==> src/rtl/mouse_quad_pkg.sv <==
// Shared types and helpers for the mouse-to-trackball step emulator.
// Latency: none (declarations and a pure combinational function only).
// Backpressure: none; the emulator has no flow control, packets are never refused.
package mouse_quad_pkg;

    localparam int MODE_DIRCLK = 0;
    localparam int MODE_QUAD   = 1;

    typedef logic [1:0] quad_t;

    // Gray sequence 00->01->11->10->00 for dir=1, reversed for dir=0.
    function automatic quad_t quad_next(input quad_t q, input logic dir);
        quad_t n;
        case (q)
            2'b00:   n = dir ? 2'b01 : 2'b10;
            2'b01:   n = dir ? 2'b11 : 2'b00;
            2'b11:   n = dir ? 2'b10 : 2'b01;
            default: n = dir ? 2'b00 : 2'b11;
        endcase
        return n;
    endfunction

endpackage

==> src/rtl/mouse_quad_axis.sv <==
// One axis: saturating signed accumulator that drains one count per tick into a phase output.
// Latency: packet visible in acc/busy one edge after pkt; first step on the next tick edge.
// Backpressure: none; hold suspends draining while accumulation continues, clamped symmetrically.
module mouse_quad_axis
    import mouse_quad_pkg::*;
#(
    parameter int ACC_W = 12,
    parameter int MODE  = 0
) (
    input  logic       clk_sys,
    input  logic       reset_n,
    input  logic       pkt,
    input  logic       flip,
    input  logic       tick,
    input  logic       hold,
    input  logic [8:0] delta,
    output logic [1:0] phase,
    output logic       busy
);

    localparam int MAX_I = (1 << (ACC_W - 1)) - 1;
    localparam logic signed [ACC_W+1:0] MAX_V = MAX_I[ACC_W+1:0];
    localparam logic signed [ACC_W+1:0] MIN_V = -MAX_V;

    logic signed [ACC_W-1:0] acc_q;
    logic signed [ACC_W-1:0] acc_d;
    quad_t                   phase_q;
    logic                    nz;
    logic                    pos;
    logic                    step;
    logic signed [ACC_W+1:0] acc_ext;
    logic signed [ACC_W+1:0] dlt_raw;
    logic signed [ACC_W+1:0] dlt_ext;
    logic signed [ACC_W+1:0] stp_ext;
    logic signed [ACC_W+1:0] sum;

    assign nz   = |acc_q;
    assign pos  = ~acc_q[ACC_W-1];
    assign step = tick & ~hold & nz;

    // Add the (optionally negated) packet delta, remove this cycle's step, clamp to +/-MAX.
    always_comb begin
        acc_ext = {{2{acc_q[ACC_W-1]}}, acc_q};
        dlt_raw = {{(ACC_W - 7){delta[8]}}, delta};
        dlt_ext = '0;
        if (pkt) begin
            dlt_ext = flip ? -dlt_raw : dlt_raw;
        end
        stp_ext = '0;
        if (step) begin
            stp_ext = pos ? {{(ACC_W + 1){1'b0}}, 1'b1} : '1;
        end
        sum   = acc_ext + dlt_ext - stp_ext;
        acc_d = sum[ACC_W-1:0];
        if (sum > MAX_V) begin
            acc_d = MAX_V[ACC_W-1:0];
        end else if (sum < MIN_V) begin
            acc_d = MIN_V[ACC_W-1:0];
        end
    end

    // Accumulator register.
    always_ff @(posedge clk_sys or negedge reset_n) begin
        if (!reset_n) begin
            acc_q <= '0;
        end else begin
            acc_q <= acc_d;
        end
    end

    // Advance the phase output once per step in the direction of the pre-update accumulator.
    always_ff @(posedge clk_sys or negedge reset_n) begin
        if (!reset_n) begin
            phase_q <= '0;
        end else if (step) begin
            if (MODE == MODE_QUAD) begin
                phase_q <= quad_next(phase_q, pos);
            end else begin
                phase_q <= {pos, ~phase_q[0]};
            end
        end
    end

    assign phase = phase_q;
    assign busy  = nz;

endmodule

==> src/rtl/mouse_quad_emu.sv <==
// Converts PS/2 relative mouse packets into per-axis trackball step streams.
// Latency: delta lands in the accumulator one edge after the toggle edge; steps on later ticks.
// Backpressure: none; overflow saturates, hold pauses stepping only, divider free-runs.
module mouse_quad_emu
    import mouse_quad_pkg::*;
#(
    parameter int AXES  = 2,
    parameter int ACC_W = 12,
    parameter int DIV   = 1,
    parameter int MODE  = MODE_DIRCLK
) (
    input  logic                clk_sys,
    input  logic                reset_n,
    input  logic                pkt_toggle_i,
    input  logic [9*AXES-1:0]   delta_i,
    input  logic                flip_i,
    input  logic                hold_i,
    output logic [2*AXES-1:0]   phase_o,
    output logic [AXES-1:0]     busy_o
);

    localparam int DIV_W = (DIV > 1) ? $clog2(DIV) : 1;
    localparam logic [DIV_W-1:0] DIV_LAST = DIV_W'(DIV - 1);

    logic             tog_q;
    logic             pkt;
    logic [DIV_W-1:0] div_q;
    logic             tick;

    assign pkt  = pkt_toggle_i ^ tog_q;
    assign tick = (div_q == DIV_LAST);

    // Remember the last toggle level so either edge yields exactly one packet pulse.
    always_ff @(posedge clk_sys or negedge reset_n) begin
        if (!reset_n) begin
            tog_q <= 1'b0;
        end else begin
            tog_q <= pkt_toggle_i;
        end
    end

    // Free-running step-rate divider shared by all axes; unaffected by hold.
    always_ff @(posedge clk_sys or negedge reset_n) begin
        if (!reset_n) begin
            div_q <= '0;
        end else if (tick) begin
            div_q <= '0;
        end else begin
            div_q <= div_q + 1'b1;
        end
    end

    for (genvar k = 0; k < AXES; k++) begin : g_axis
        mouse_quad_axis #(
            .ACC_W (ACC_W),
            .MODE  (MODE)
        ) u_axis (
            .clk_sys (clk_sys),
            .reset_n (reset_n),
            .pkt     (pkt),
            .flip    (flip_i),
            .tick    (tick),
            .hold    (hold_i),
            .delta   (delta_i[9*k +: 9]),
            .phase   (phase_o[2*k +: 2]),
            .busy    (busy_o[k])
        );
    end

endmodule

==> config.mk <==
export PLATFORM = sky130hd
export DESIGN_NAME = mouse_quad_emu
export DESIGN_NICKNAME = d
export VERILOG_FILES = /design/src/rtl/mouse_quad_pkg.sv /design/src/rtl/mouse_quad_axis.sv /design/src/rtl/mouse_quad_emu.sv
export SDC_FILE = /design/constraint.sdc
export NUM_CORES = 1
export LEC_CHECK = 0
export CELL_PAD_IN_SITES_DETAIL_PLACEMENT = 0
export CELL_PAD_IN_SITES_GLOBAL_PLACEMENT = 1
export CORE_ASPECT_RATIO = 0.75
export CORE_MARGIN = 10
export CORE_UTILIZATION = 45
export CTS_CLUSTER_SIZE = 16
export DETAILED_ROUTE_END_ITERATION = 6
export GPL_ROUTABILITY_DRIVEN = 0
export PLACE_DENSITY_LB_ADDON = 0.1
export SLEW_MARGIN = 20
export SYNTH_ARGS = -nofsm -noshare
export SYNTH_HDL_FRONTEND = slang
export SYNTH_SLANG_ARGS = --single-unit
export TNS_END_PERCENT = 10
==> constraint.sdc <==
create_clock -name clk_sys -period 5.5 [get_ports clk_sys]
set_input_delay 0.55 -clock clk_sys [delete_from_list [all_inputs] [get_ports clk_sys]]
set_output_delay 0.55 -clock clk_sys [all_outputs]
set_load 0.1 [all_outputs]
==> metrics.txt <==
Critical R2R Capture g_axis[1].u_axis.acc_q[0]$_DFF_PN0_; initial DRC count 221; largest net degree at the start of global routing 30; max-cap violations 0; Die X-Extent 125.9 um; Rel. slew slack 0.3231; Mapped Cells 463; hold path depth 1; Net Count, Synth 542; Antenna Violating Nets Remaining 0; WL/cell about 16 um; WHS 461.3 ps; initial core utilization 0.4700; cell taking the most area after synthesis dfrtp_1; most common cell in the synthesized netlist inv_1; CTS sink count 29; number of synthesized register bits 29; footprint of the multi-input gates 2689 um^2; n_diodes 0; Fin. Hold Viols 0; Yosys warning count 0; post_cts resized 0; Net count, final 577; Top FF cell, synth dfrtp_1; Overflow after GRT 0; Ports 29; layout cells sized above 1 0.07214; clk_lat worst skew 280 ps; Syn Std Cell Area 3787 um^2; initial antenna violation count 0; final wirelength slightly below 10000 um; crit path launch type primary input; Final Core Density 0.5429; P&R area growth vs syn 15.49%; Avg Inst Size Synth 8.180 um^2; die height 99.45 um; status completed; core footprint 8058 um^2; slowest stage delay, CP 480 ps; first drt pass iteration count 4; post-DP HPWL between 8000 and 9000 um; first-pass GRT wire length 16290 um; CTS Buf Count 5; Worst-Margin Slew 1012 ps; number of synthesized flops with an enable pin 0; CP max-delay cell fa_1; TritonCTS clock tree built; Worst setup EP type register; Hold Path Origin g_axis[0].u_axis.phase[0]$_DFFE_PN0P_; setup TNS 0 ps; area fraction of the dominant cell type after synthesis 0.1916; number of library cell types mapped by synthesis slightly above 60; fill count between 700 and 800; unrepaired setup endpoints after global routing no; RR Startpoint g_axis[1].u_axis.acc_q[7]$_DFF_PN0_; # hold bufs at CTS 0; Reg2Reg Setup Slack about 1400 ps; fraction of registers with async set/reset 1.000; Hold Path Class reg -> reg; Setup CP Type in -> reg; hold path endpoint g_axis[0].u_axis.phase[0]$_DFFE_PN0P_; Setup Buffers After CTS 0; Tot GR Track Use 0.1576; synth top area cells dfrtp_1, fa_1, ha_1; Worst Path Max Fanout 9; clk buf depth 2; worst path required time 5650 ps; number of global-route vias before repair between 3000 and 4000; Max Freq 207.6 MHz; sequential cell area fraction in the yosys report 0.1916; clock root cell clkbuf_16; buffers plus inverters on the worst setup path 3; clock skew 8.135 ps; minimum clock period 4818 ps; I/O Buffers 28; Final Instance Area 4374 um^2; row cnt 28; worst r2r path cells 15; CP cell instances clkdlybuf4s50_1 -> or2_1 -> or4_4 -> nand2_1 -> xnor2_1 -> nand2_1 -> fa_1 -> inv_1 -> ha_1 -> and4_1 -> a21oi_1 -> a21oi_1 -> o21a_1 -> o311ai_0 -> buf_4 -> nor4b_1 -> o31a_2 -> or3_1; top cells by instance count after synthesis inv_1, a21oi_1, o21ai_0; max-slew violations 0; clk slew on worst S/H paths about 50 ps; die area 12520 um^2; Final Cycle Share 0.8760; vias per cell 5.449; drt drc 0; # H-tree levels 2; Final setup viols 0; register area 725.7 um^2; placed instance area 4232 um^2; routed via count 3291; CP top delay family simple AND/OR/NAND/NOR gates; Worst EP arrival 4970 ps
## cell usage in the layout (no fill, tap or decap), drive strengths merged, types with 4 or more instances in the layout
master / count
dfrtp: 29
clkbuf: 5
a31oi: 6
clkdlybuf4s50: 28
nand3: 8
a21oi: 36
inv: 86
nor3: 8
buf: 11
ha: 30
or4: 4
o21ai: 37
fa: 26
or2: 5
xnor2: 28
nor2: 25
nor2b: 7
o21a: 6
nor4: 10
xor2: 12
o41a: 4
a21o: 5
nand2b: 7
nand2: 28
## layer usage
layer  GRT usage  vias to the layer above  routed length (um)
met5           0                        -                   0
met4     0.03144                        0                  54
met3     0.02493                        4                 542
met2      0.1780                       81                3356
met1      0.2780                     1568                5831
li1            -                     1638                   -
## cells by family (layout without fill, tap and decap cells)
family / Yosys count / count (layout) / synth area share
XOR/XNOR: 40 / 40 / 0.09944
flip-flops: 29 / 29 / 0.1916
multiplexers: 5 / 5 / 0.01388
AO/OA/AOI/OAI: 121 / 121 / 0.2058
adder cells (fa/ha/maj): 56 / 56 / 0.2365
AND/OR/NAND/NOR: 115 / 115 / 0.1543
buffers and inverters: 97 / 133 / 0.09845
## area by class of cell
cell class | instances | area share
inverter | 86 | 0.07380
multi-input combinational | 337 | 0.6147
tap | 105 | 0.03003
clock inverter | 3 | 0.004005
timing repair buffer | 39 | 0.08295
sequential | 29 | 0.1659
clock buffer | 5 | 0.02860
## sequential cells by signal (all words and copies together) (netlist names)
name and cells:
g_axis.u_axis.acc_q 24, g_axis.u_axis.phase 4, tog_q 1
## worst max-delay path by stage
stage / to / slack [ps] / from / depth (start not counted)
global route: g_axis[0].u_axis.acc_q[0]$_DFF_PN0_ / 470 / delta_i[1] / 18
detailed placement: g_axis[0].u_axis.acc_q[0]$_DFF_PN0_ / 430 / delta_i[1] / 18
CTS: g_axis[0].u_axis.acc_q[0]$_DFF_PN0_ / 710 / delta_i[1] / 18
global placement: g_axis[0].u_axis.acc_q[0]$_DFF_PN0_ / 500 / delta_i[1] / 18
floorplan: g_axis[0].u_axis.acc_q[0]$_DFF_PN0_ / 1200 / delta_i[1] / 16
finish: g_axis[0].u_axis.acc_q[0]$_DFF_PN0_ / 680 / delta_i[1] / 18
## stage by stage
step                      setup slack (ps)  instances
final                                682.0        604
after global routing                 465.5        604
after CTS                            705.3        604
after detailed placement             425.8        596
after global placement               495.7        596
after floorplan                       1195        463
Power is left out: the tool's default activity adds up to more than one toggle a clock period on the data nets, which glitch-free logic cannot reach.
